$ cat config.mk
export PLATFORM = sky130hd
export DESIGN_NAME = toggle_stim_gen
export DESIGN_NICKNAME = d
export VERILOG_FILES = /design/src/rtl/toggle_stim_gen.sv
export SDC_FILE = /design/constraint.sdc
export NUM_CORES = 1
export LEC_CHECK = 0
export ABC_AREA = 1
export BUFFER_PORTS_ARGS = -buffer_cell sky130_fd_sc_hd__buf_2
export CAP_MARGIN = 30
export CORE_MARGIN = 2
export CORE_UTILIZATION = 60
export DETAILED_ROUTE_END_ITERATION = 6
export GPL_TIMING_DRIVEN = 0
export PLACE_DENSITY = 0.95
export SLEW_MARGIN = 20
export SYNTH_ARGS = -nofsm -noshare
export SYNTH_HDL_FRONTEND = slang
export SYNTH_SLANG_ARGS = --single-unit
$ cat constraint.sdc
create_clock -name clock -period 4.19 [get_ports clock]
set_input_delay 0.6285 -clock clock [delete_from_list [all_inputs] [get_ports clock]]
set_output_delay 0.6285 -clock clock [all_outputs]
set_load 0.05 [all_outputs]
$ cat src/rtl/toggle_stim_gen.sv
// Programmable-period square-wave stimulus generator with a start/busy/done
// handshake. It also captures the response of the unit under test on every toggle.
module toggle_stim_gen #(
  parameter int   HALF_W     = 8,
  parameter int   COUNT_W    = 8,
  parameter int   CAP_W      = 16,
  parameter logic INIT_LEVEL = 1'b1
) (
  input  logic               clock,
  input  logic               reset,
  input  logic               start,
  input  logic [HALF_W-1:0]  half_period,
  input  logic [COUNT_W-1:0] num_toggles,
  input  logic               res_in,
  output logic               stim_out,
  output logic               busy,
  output logic               done,
  output logic [CAP_W-1:0]   capture
);

  typedef enum logic [1:0] {
    S_IDLE = 2'd0,
    S_RUN  = 2'd1,
    S_DONE = 2'd2
  } state_t;

  localparam logic [HALF_W-1:0]  HP_ONE  = HALF_W'(1);
  localparam logic [COUNT_W-1:0] CNT_ONE = COUNT_W'(1);

  state_t             state_q, state_d;
  logic [HALF_W-1:0]  hp_q, hp_d;
  logic [HALF_W-1:0]  cnt_q, cnt_d;
  logic [COUNT_W-1:0] rem_q, rem_d;
  logic               stim_q, stim_d;
  logic               busy_q, busy_d;
  logic               done_q, done_d;
  logic [CAP_W-1:0]   cap_q, cap_d;

  always_comb begin
    state_d = state_q;
    hp_d    = hp_q;
    cnt_d   = cnt_q;
    rem_d   = rem_q;
    stim_d  = stim_q;
    busy_d  = busy_q;
    done_d  = 1'b0;
    cap_d   = cap_q;
    case (state_q)
      S_IDLE: begin
        if (start) begin
          // A zero half-period would stall the phase counter, so run it as 1.
          hp_d  = (half_period == {HALF_W{1'b0}}) ? HP_ONE : half_period;
          rem_d = num_toggles;
          cap_d = {CAP_W{1'b0}};
          if (num_toggles != {COUNT_W{1'b0}}) begin
            state_d = S_RUN;
            busy_d  = 1'b1;
            cnt_d   = hp_d - HP_ONE;
          end else begin
            state_d = S_DONE;
            done_d  = 1'b1;
          end
        end else begin
          state_d = S_IDLE;
        end
      end
      S_RUN: begin
        if (cnt_q != {HALF_W{1'b0}}) begin
          cnt_d = cnt_q - HP_ONE;
        end else begin
          // res_in is sampled on the same edge that flips stim_out, i.e. pre-toggle value.
          stim_d = ~stim_q;
          cap_d  = {cap_q[CAP_W-2:0], res_in};
          rem_d  = rem_q - CNT_ONE;
          cnt_d  = hp_q - HP_ONE;
          if (rem_q == CNT_ONE) begin
            state_d = S_DONE;
            busy_d  = 1'b0;
            done_d  = 1'b1;
          end else begin
            state_d = S_RUN;
          end
        end
      end
      S_DONE: begin
        state_d = S_IDLE;
      end
      default: begin
        state_d = S_IDLE;
        busy_d  = 1'b0;
      end
    endcase
  end

  always_ff @(posedge clock) begin
    if (reset) begin
      state_q <= S_IDLE;
      hp_q    <= {HALF_W{1'b0}};
      cnt_q   <= {HALF_W{1'b0}};
      rem_q   <= {COUNT_W{1'b0}};
      stim_q  <= INIT_LEVEL;
      busy_q  <= 1'b0;
      done_q  <= 1'b0;
      cap_q   <= {CAP_W{1'b0}};
    end else begin
      state_q <= state_d;
      hp_q    <= hp_d;
      cnt_q   <= cnt_d;
      rem_q   <= rem_d;
      stim_q  <= stim_d;
      busy_q  <= busy_d;
      done_q  <= done_d;
      cap_q   <= cap_d;
    end
  end

  assign stim_out = stim_q;
  assign busy     = busy_q;
  assign done     = done_q;
  assign capture  = cap_q;

endmodule

Yosys cells after proc, flatten, opt, wreduce, memory -nomap -nowiden --
Cells that the tools add are included.
Operators by class: add/sub/neg operators 4, equal/unequal tests 7, muxes and demuxes 26, bitwise gates (word level) 3, reductions and logical operators 10
Operators with widths (number):
- $mux 8 | 6
- $mux 16 | 2
- $pmux 16 s2 | 1
- $pmux 8 s2 | 2
- $sub 8x1->8 const B | 4
- $reduce_bool 8->1 | 2
- $eq 8x1->1 const B | 1
- $logic_not 8->1 | 1
- $mux 1 | 8
- $mux 2 | 4
- $ne 2x2->1 const B | 4
- $reduce_and 3->1 | 2
- $reduce_and 5->1 | 1
- $pmux 2 s2 | 1
- $reduce_and 2->1 | 2
- $not 1->1 | 3
- $pmux 1 s3 | 1
- $eq 2x1->1 const B | 1
- $eq 2x2->1 const B | 1
- $logic_not 2->1 | 1
- $pmux 1 s2 | 1
- $reduce_bool 2->1 | 1
Storage, ports and cells: bits in registers 45, bits of input ports 20

Depth between registers and ports, before layout --
Gate-level depths: netlist of the first run.
depth in word-level cells 6, mapped depth 13, depth with buffers taken out 13

Worst setup path before layout of the first run --
OpenSTA, ideal clock, no wires.
kind input port to flip-flop, start in half_period[3], end reg cnt_q[6], setup time 0.115 ns, arrival 1.667 ns, slack 2.407 ns, stages 11, cells stage by stage nor2_1 > nand3_1 > o21bai_1 > nand2_1 > nand3_2 > inv_1 > ha_1 > nand3_1 > nor2_1 > o21ai_0 > inv_1
On the way: longest elaborated chain between the ends 6
RTL lines:
- start, declared | line 12 | input logic [HALF_W-1:0] half_period,
- $logic_not 8->1 | line 52 | hp_d = (half_period == {HALF_W{1'b0}}) ? HP_ONE : half_period;
- $mux 8 (*) | line 52
- $sub 8x1->8 (*) | line 58 | cnt_d = hp_d - HP_ONE;
- $mux 8 (*) | line 55 | if (num_toggles != {COUNT_W{1'b0}}) begin
- $mux 8 (*) | line 50 | if (start) begin
- $pmux 8 s2 (*) | line 48 | case (state_q)
- end signal, assigned | line 99 | cnt_q <= {HALF_W{1'b0}};
- end signal, assigned | line 108 | cnt_q <= cnt_d;
- end, declared | line 32 | logic [HALF_W-1:0] cnt_q, cnt_d;
Every way passes the cells marked *; elsewhere a longest branch is shown, timed or not. The select of a mux whose other input is x is not followed. A chain may end at the register's enable or synchronous reset.

Final worst setup path of the first run --
start reg cnt_q[2], end reg cnt_q[6]
On the way: longest elaborated chain between the ends 3
RTL lines:
- $sub 8x1->8 / $reduce_bool 8->1 (equally long branches) | line 69, 68
- $mux 8 (*) | line 68 | if (cnt_q != {HALF_W{1'b0}}) begin
- $pmux 8 s2 (*) | line 48
Every way passes the cells marked *; elsewhere a longest branch is shown, timed or not.

==> reports/results.txt, run 1 <==
# H-tree levels: 2
I/O Pins: 39
Cell Pwr Density: 504 mW/mm^2
Synth top cells by count: 64 x nor2_1, 46 x nand2_1, 45 x dfxtp_1
Worst Tran Pin Value: 0.574 ns
Setup Slack @ Placement: 2.07 ns
unrepaired setup endpoints after global routing: false
synthesized flop and latch total: 45
Overflow after GRT: 0
clk buf depth: 2
syn_area_per_cell: 6.90 sq um
I/O Buffers: 38
vias in the first global route: 2328
crit path launch type: flip-flop
EDFF count, synth: 0
fill count: 298
cell taking the most area after synthesis: dfxtp_1
CP Class: reg2reg
crit-path max FO: 9
Post-CTS Setup Bufs: 0
worst r2r src: cnt_q[2]
# resized after CTS: 0
final non-filler cell area: 0.00275 sq mm
worst-path cell chain: nor2_1 -> nand2_1 -> nor2_8 -> nand3_1 -> nand3_2 -> inv_1 -> ha_1 -> nand3_1 -> nor2_1 -> o21ai_0 -> inv_1
initial antenna violation count: 0
Rel. slew slack: 61.8%
status: finished clean
Via density: 5.59
initial cell density of the core: 63.8%
via count: 2461
CP top delay family: simple AND/OR/NAND/NOR gates
hpwl dp: 4.26 mm
Cells after Synth: 346
Synthesis Warnings: 0
maxcap violations: 0
worst hold path stage count: 2
Register-to-Register Path Depth: 11
Synth cell types: 31
core area: 0.00374 sq mm
top-area cell type share of the netlist area: 37.7%
antenna viol nets, final: 0
# diodes: 0
Cell Rows: 22
FF-to-FF End: cnt_q[6]
fin util: 73.6%
Buf/Inv on CP: 2
Area Growth Syn to Fin: 15.4%
Clock Pin Slew Worst Setup and Hold Paths: 0.10 ns
Synth Net Count: 369
top cells by area, synth: dfxtp_1 38%, nor2_1 10%, o21ai_0 8.8%
largest net degree at the start of global routing: 17
GP Congestion: 0.904
TritonCTS Buffers: 5
GRT Util Overall: 29.3%
Clock Sinks: 45
die height: 67.1 microns
Seq/Total Area, Yosys: 37.7%
FMAX: 511 MHz
Post-Route WL: 5.94 mm
clock skew: 0.0102 ns
DR DRC count: 0
clock latency on the worst-skew pair: 0.31 ns
top_reg_cell synth: dfxtp_1
instance count on the critical path: 11
final hold violations: 0
post-placement cell area: 0.00264 sq mm
CP endpoint kind: flip-flop
CP Data Required Time: 4.41 ns
Async SR Flop Fraction: 0%
most numerous cell in the Yosys netlist: nor2_1
global-route wire length before repair: 9.94 mm
initial drt markers: 180
Arr. time, crit path: 2.17 ns
Die Width: 67.1 microns
Hold WC Path Type: reg2reg
total die area: 0.00450 sq mm
final hold slack: 0.465 ns
First-pass DRT Iterations: 4
Setup TNS: 0 ns
post-layout worst setup margin: 2.23 ns
routed len/inst: 13.5 microns
R2R setup slack: 2.23 ns
P_leak: 1.34 nW
fin crit period: 1.96 ns
VDD IR-drop max: 0.000356 V
Pins Over Slew Limit: 0
Root Buffer: clkbuf_8
CP max stage delay: 0.34 ns
Hold EP: busy
HP Start: busy
CTS tree: yes
# hold bufs at CTS: 0
Setup-failing EPs final: 0
Nets: 414
Mapped Area: 0.00239 sq mm
layout cells sized above 1: 21.7%
part of the cycle the worst path needs: 46.7%
CP max-delay cell: dfxtp_1
layout by cell type (no fill, tap or decap), types with 7 or more instances in the layout:
cell type | netlist | layout
a21oi_1 | 35 | 35
buf_2 | 3 | 41
dfxtp_1 | 45 | 45
inv_1 | 32 | 32
inv_2 | 9 | 9
nand2_1 | 46 | 46
nand2_2 | 7 | 7
nand3_1 | 17 | 17
nor2_1 | 64 | 64
o21ai_0 | 42 | 42
layer usage:
| layer | GRT usage (%) | wire length [microns] |
|---|---|---|
| met4 | 13.3 | 104 |
| met5 | 0 | 0 |
| met2 | 50.9 | 2870 |
| met1 | 35.0 | 2530 |
| met3 | 4.90 | 440 |
area by class of cell:
cell class              count  area, sq um  share of cell area [%]
multi-input cells         243         1210                    44.1
flip-flops and latches     45          901                    32.7
repair buffers             38          190                    6.91
inverters                  43          166                    6.04
plain buffers              15          105                    3.82
clock buffers               5         68.8                    2.50
well taps                  48         60.1                    2.18
clock inverters             3         47.5                    1.73
tightest hold or removal path, delay by kind of cell (launching register included):
kind | cells | cell delay, ns
AOI/OAI and AO/OA | 1 | 0.05
DFF | 1 | 0.32
and+or+nand+nor | 1 | 0.06
worst max-delay path by stage:
stage | start | to | slack, ns
after floorplan | half_period[3] | cnt_q[6] | 2.41
after CTS | cnt_q[2] | cnt_q[6] | 2.25
final | cnt_q[2] | cnt_q[6] | 2.23
after global placement | half_period[5] | cnt_q[6] | 2.11
after detailed placement | half_period[3] | cnt_q[6] | 2.07
after global routing | cnt_q[2] | cnt_q[6] | 2.05
stage by stage:
step	instances	power, W
2_1_floorplan	346	0.000924
3_3_place_gp	432	0.00102
3_5_place_dp	432	0.00103
4_1_cts	440	0.00138
5_1_grt	440	0.00147
6_report	440	0.00139
cells by family after synthesis:
logic type	Yosys count	share of synthesized area (%)
AO/OA/AOI/OAI	94	21.6
XOR/XNOR	1	0.367
adder cells (fa/ha/maj)	3	1.57
buffers and inverters	58	11.4
flip-flops	45	37.7
AND/OR/NAND/NOR	145	27.4
power breakdown:
group / total [W] / switching, W / internal, W
combinational: 0.000511 / 0.000354 / 0.000157
clock: 0.000349 / 0.000167 / 0.000182
sequential: 0.000529 / 0.0000415 / 0.000488
state kept, by name, summed over array words and instances (netlist names):
register,count
capture,16
cnt_q,8
hp_q,8
rem_q,8
state_q,2
busy,1
done,1
stim_out,1
Power figures use the tool's default switching activity.
==> run 2, diff against run 1 <==
Settings changed: ABC_AREA 1 to 0, CORE_UTILIZATION 60 to 55, PLACE_DENSITY 0.95 to 0.89.
Clock period 4.19 ns to 1.96 ns, I/O delays scaled along.
==> run 2 against run 1 <==
Net effect:
- the run now ends with negative setup slack left
- first-iteration DRC count is 4.4% higher
- die area is 3.7% higher
- combinational power is 19% higher
- register-to-register slack worse by 2.3 ns
- global-route usage is 1.7 points lower
- sequential power is 97% higher
- cell count is 13% lower
- largest cell class unchanged
- largest power group unchanged
- highest routed layer unchanged
==> reports/results.txt, run 2 <==
I/O Buffers: 38 (unchanged)
Synth top cells by count: 45 x dfxtp_1, 40 x nor2_1, 33 x a21oi_1 (was 64 x nor2_1, 46 x nand2_1, 45 x dfxtp_1)
Setup TNS: -0.112 ns (was 0 ns)
Area Growth Syn to Fin: 24.3% (was 15.4%)
via count: 2309 (was 2461)
global-route wire length before repair: 9.56 mm (was 9.94 mm)
Nets: 353 (was 414)
# diodes: 0 (unchanged)
hpwl dp: 4.19 mm (was 4.26 mm)
Arr. time, crit path: 2.20 ns (was 2.17 ns)
number of flip-flops in the largest register: 16 (unchanged)
Synthesis Warnings: 0 (unchanged)
Seq/Total Area, Yosys: 39.6% (was 37.7%)
die height: 68.3 microns (was 67.1 microns)
Worst Setup SP: cnt_q[0] (was cnt_q[2])
Setup-failing EPs final: 2 (was 0)
crit-path max FO: 5 (was 9)
P_leak: 1.08 nW (was 1.34 nW)
Cell Rows: 23 (was 22)
failing checks: negative setup slack
routed len/inst: 16.7 microns (was 13.5 microns)
most numerous cell in the Yosys netlist: dfxtp_1 (was nor2_1)
CP endpoint kind: flip-flop (unchanged)
clock skew: 0.0101 ns (was 0.0102 ns)
GRT Util Overall: 27.6% (was 29.3%)
Synth cell types: 50 (was 31)
clock latency on the worst-skew pair: 0.32 ns (was 0.31 ns)
Comb power frac: 26.9% (was 36.8%)
top-area cell type share of the netlist area: 39.6% (was 37.7%)
final hold violations: 0 (unchanged)
Die Width: 68.3 microns (was 67.1 microns)
EDFF count, synth: 0 (unchanged)
Sw Pwr: 0.000781 W (was 0.000563 W)
CTS tree: yes (unchanged)
core area: 0.00400 sq mm (was 0.00374 sq mm)
status: finished, violations left (was finished clean)
I/O Pins: 39 (unchanged)
Clock Sinks: 45 (unchanged)
top_reg_cell synth: dfxtp_1 (unchanged)
vias in the first global route: 2082 (was 2328)
Pins Over Slew Limit: 0 (unchanged)
layout cells sized above 1: 29.0% (was 21.7%)
Hold WC Path Type: in2reg (was reg2reg)
maxcap violations: 0 (unchanged)
commonest non-fill, non-tap cells in the layout: 39 x nor2_1, 39 x buf_2, 38 x dfxtp_1, 29 x nand2_1, 29 x a21oi_1 (was 64 x nor2_1, 46 x nand2_1, 45 x dfxtp_1, 42 x o21ai_0, 41 x buf_2)
Post-Route WL: 6.37 mm (was 5.94 mm)
CP max-delay cell: dfxtp_4 (was dfxtp_1)
total power: 0.00226 W (was 0.00139 W)
part of the cycle the worst path needs: 103% (was 46.7%)
DR DRC count: 0 (unchanged)
Via density: 6.06 (was 5.59)
worst-path cell chain: nor4_4 -> buf_6 -> and3_1 -> buf_6 -> a2bb2oi_4 -> ha_4 -> o221ai_2 -> nor3_2 -> xnor2_1 -> a211oi_1 (was nor2_1 -> nand2_1 -> nor2_8 -> nand3_1 -> nand3_2 -> inv_1 -> ha_1 -> nand3_1 -> nor2_1 -> o21ai_0 -> inv_1)
Cells after Synth: 278 (was 346)
Mapped Area: 0.00227 sq mm (was 0.00239 sq mm)
Cell Pwr Density: 800 mW/mm^2 (was 504 mW/mm^2)
First-pass DRT Iterations: 5 (was 4)
initial antenna violation count: 0 (unchanged)
FMAX: 494 MHz (was 511 MHz)
unrepaired setup endpoints after global routing: true (was false)
placed cells: 366 (was 432)
Worst Tran Pin Value: 0.788 ns (was 0.574 ns)
CP Class: reg2reg (unchanged)
HP Start: res_in (was busy)
post-layout worst setup margin: -0.0653 ns (was 2.23 ns)
largest net degree at the start of global routing: 16 (was 17)
crit path launch type: flip-flop (unchanged)
TritonCTS Buffers: 5 (unchanged)
Internal: 0.00148 W (was 0.000826 W)
cell taking the most area after synthesis: dfxtp_1 (unchanged)
CP max stage delay: 0.40 ns (was 0.34 ns)
antenna viol nets, final: 0 (unchanged)
Rel. slew slack: 47.0% (was 61.8%)
Clock Pin Slew Worst Setup and Hold Paths: 0.09 ns (was 0.10 ns)
total die area: 0.00466 sq mm (was 0.00450 sq mm)
syn_area_per_cell: 8.18 sq um (was 6.90 sq um)
fin util: 70.6% (was 73.6%)
Setup Slack @ Placement: -0.189 ns (was 2.07 ns)
Sequential Power Share: 46.2% (was 38.1%)
worst r2r src: cnt_q[0] (was cnt_q[2])
CP Data Required Time: 2.14 ns (was 4.41 ns)
Finished Layout Cells: 381 (was 440)
fill count: 298 (unchanged)
initial cell density of the core: 56.8% (was 63.8%)
synthesized flop and latch total: 45 (unchanged)
VDD IR-drop max: 0.000503 V (was 0.000356 V)
Sw Ratio: 34.6% (was 40.5%)
initial drt markers: 188 (was 180)
clk buf depth: 2 (unchanged)
# hold bufs at CTS: 0 (unchanged)
Synth Net Count: 301 (was 369)
fin crit period: 2.03 ns (was 1.96 ns)
Async SR Flop Fraction: 0% (unchanged)
most frequent cell on the critical path: buf_6
GP Congestion: 0.903 (was 0.904)
Clock power frac: 26.9% (was 25.1%)
# H-tree levels: 2 (unchanged)
top cells by area, synth: dfxtp_1 40%, a21oi_1 7.3%, nor2_1 6.6% (was dfxtp_1 38%, nor2_1 10%, o21ai_0 8.8%)
Root Buffer: clkbuf_8 (unchanged)
Overflow after GRT: 0 (unchanged)
run 2: changes by cell type after synthesis, moves of 7 or more:
cell     delta
o21ai_0    -36
mux2i_1     +7
inv_1      -24
inv_2       -9
nand2_2     -7
nor2_1     -24
nand2_1    -17
run 2: cells by family after synthesis:
| logic type | Yosys count | share of synthesized area, % |
|---|---|---|
| fa+ha+maj | 3 | 1.65 |
| xor+xnor | 6 | 2.31 |
| compound gates | 70 | 21.2 |
| mux | 7 | 3.08 |
| buf+inv | 27 | 5.61 |
| simple gates | 120 | 26.5 |
| flops | 45 | 39.6 |
run 2: worst paths after layout:
check / end / slack (ns) / depth (start not counted)
worst max register to register: cnt_q[6] / -0.07 / 10
worst max-delay path: cnt_q[6] / -0.07 / 10
worst min register to register: capture[15] / 0.46 / 2
worst min-delay path: capture[0] / 0.25 / 3
run 2: routing by layer:
| metal | up-vias | track usage, % | routed length (microns) |
|---|---|---|---|
| li1 | 1091 | - | - |
| met1 | 1096 | 34.8 | 2590 |
| met2 | 105 | 45.4 | 3180 |
| met3 | 17 | 5.76 | 427 |
| met4 | 0 | 12.3 | 182 |
| met5 | - | 0 | 0 |
run 2: power groups by stage:
stage	Sequential (W)	Clock [W]	Combinational, W
after floorplan	0.00105	0	0.000354
after global placement	0.00105	0	0.000470
after detailed placement	0.00105	0	0.000484
after CTS	0.00104	0.000610	0.000510
after global routing	0.00105	0.000645	0.000650
final	0.00104	0.000609	0.000607
run 2: worst max-delay path, delay by kind of cell (launching register included):
kind	cells	cell delay (ns)
compound gates	3	0.39
xor+xnor	1	0.16
fa+ha+maj	1	0.18
buf+inv	2	0.27
flops	1	0.40
simple gates	3	0.49
run 2: per-stage QoR:
step	area (sq um)	hold WS, ns
2_1_floorplan	2270	0.441
3_3_place_gp	2530	0.439
3_5_place_dp	2530	0.447
4_1_cts	2670	0.224
5_1_grt	2830	0.256
6_report	2830	0.252
run 2: cell type report:
| type | count | area [sq um] | area share [%] |
|---|---|---|---|
| buffer | 19 | 113 | 3.99 |
| clock buffer | 5 | 68.8 | 2.44 |
| clock inverter | 3 | 21.3 | 0.753 |
| inverter | 8 | 30.0 | 1.06 |
| multi-input combinational | 206 | 1360 | 48.0 |
| sequential | 45 | 915 | 32.4 |
| tap | 50 | 62.6 | 2.21 |
| timing repair buffer | 45 | 259 | 9.17 |
run 2: what timing repair did:
item | 4_1_cts | 5_1_grt
setup endpoints to repair | 25 | 25
pin swaps | 3 | 10
setup buffers | 1 | 6
resized for setup | 16 | 19
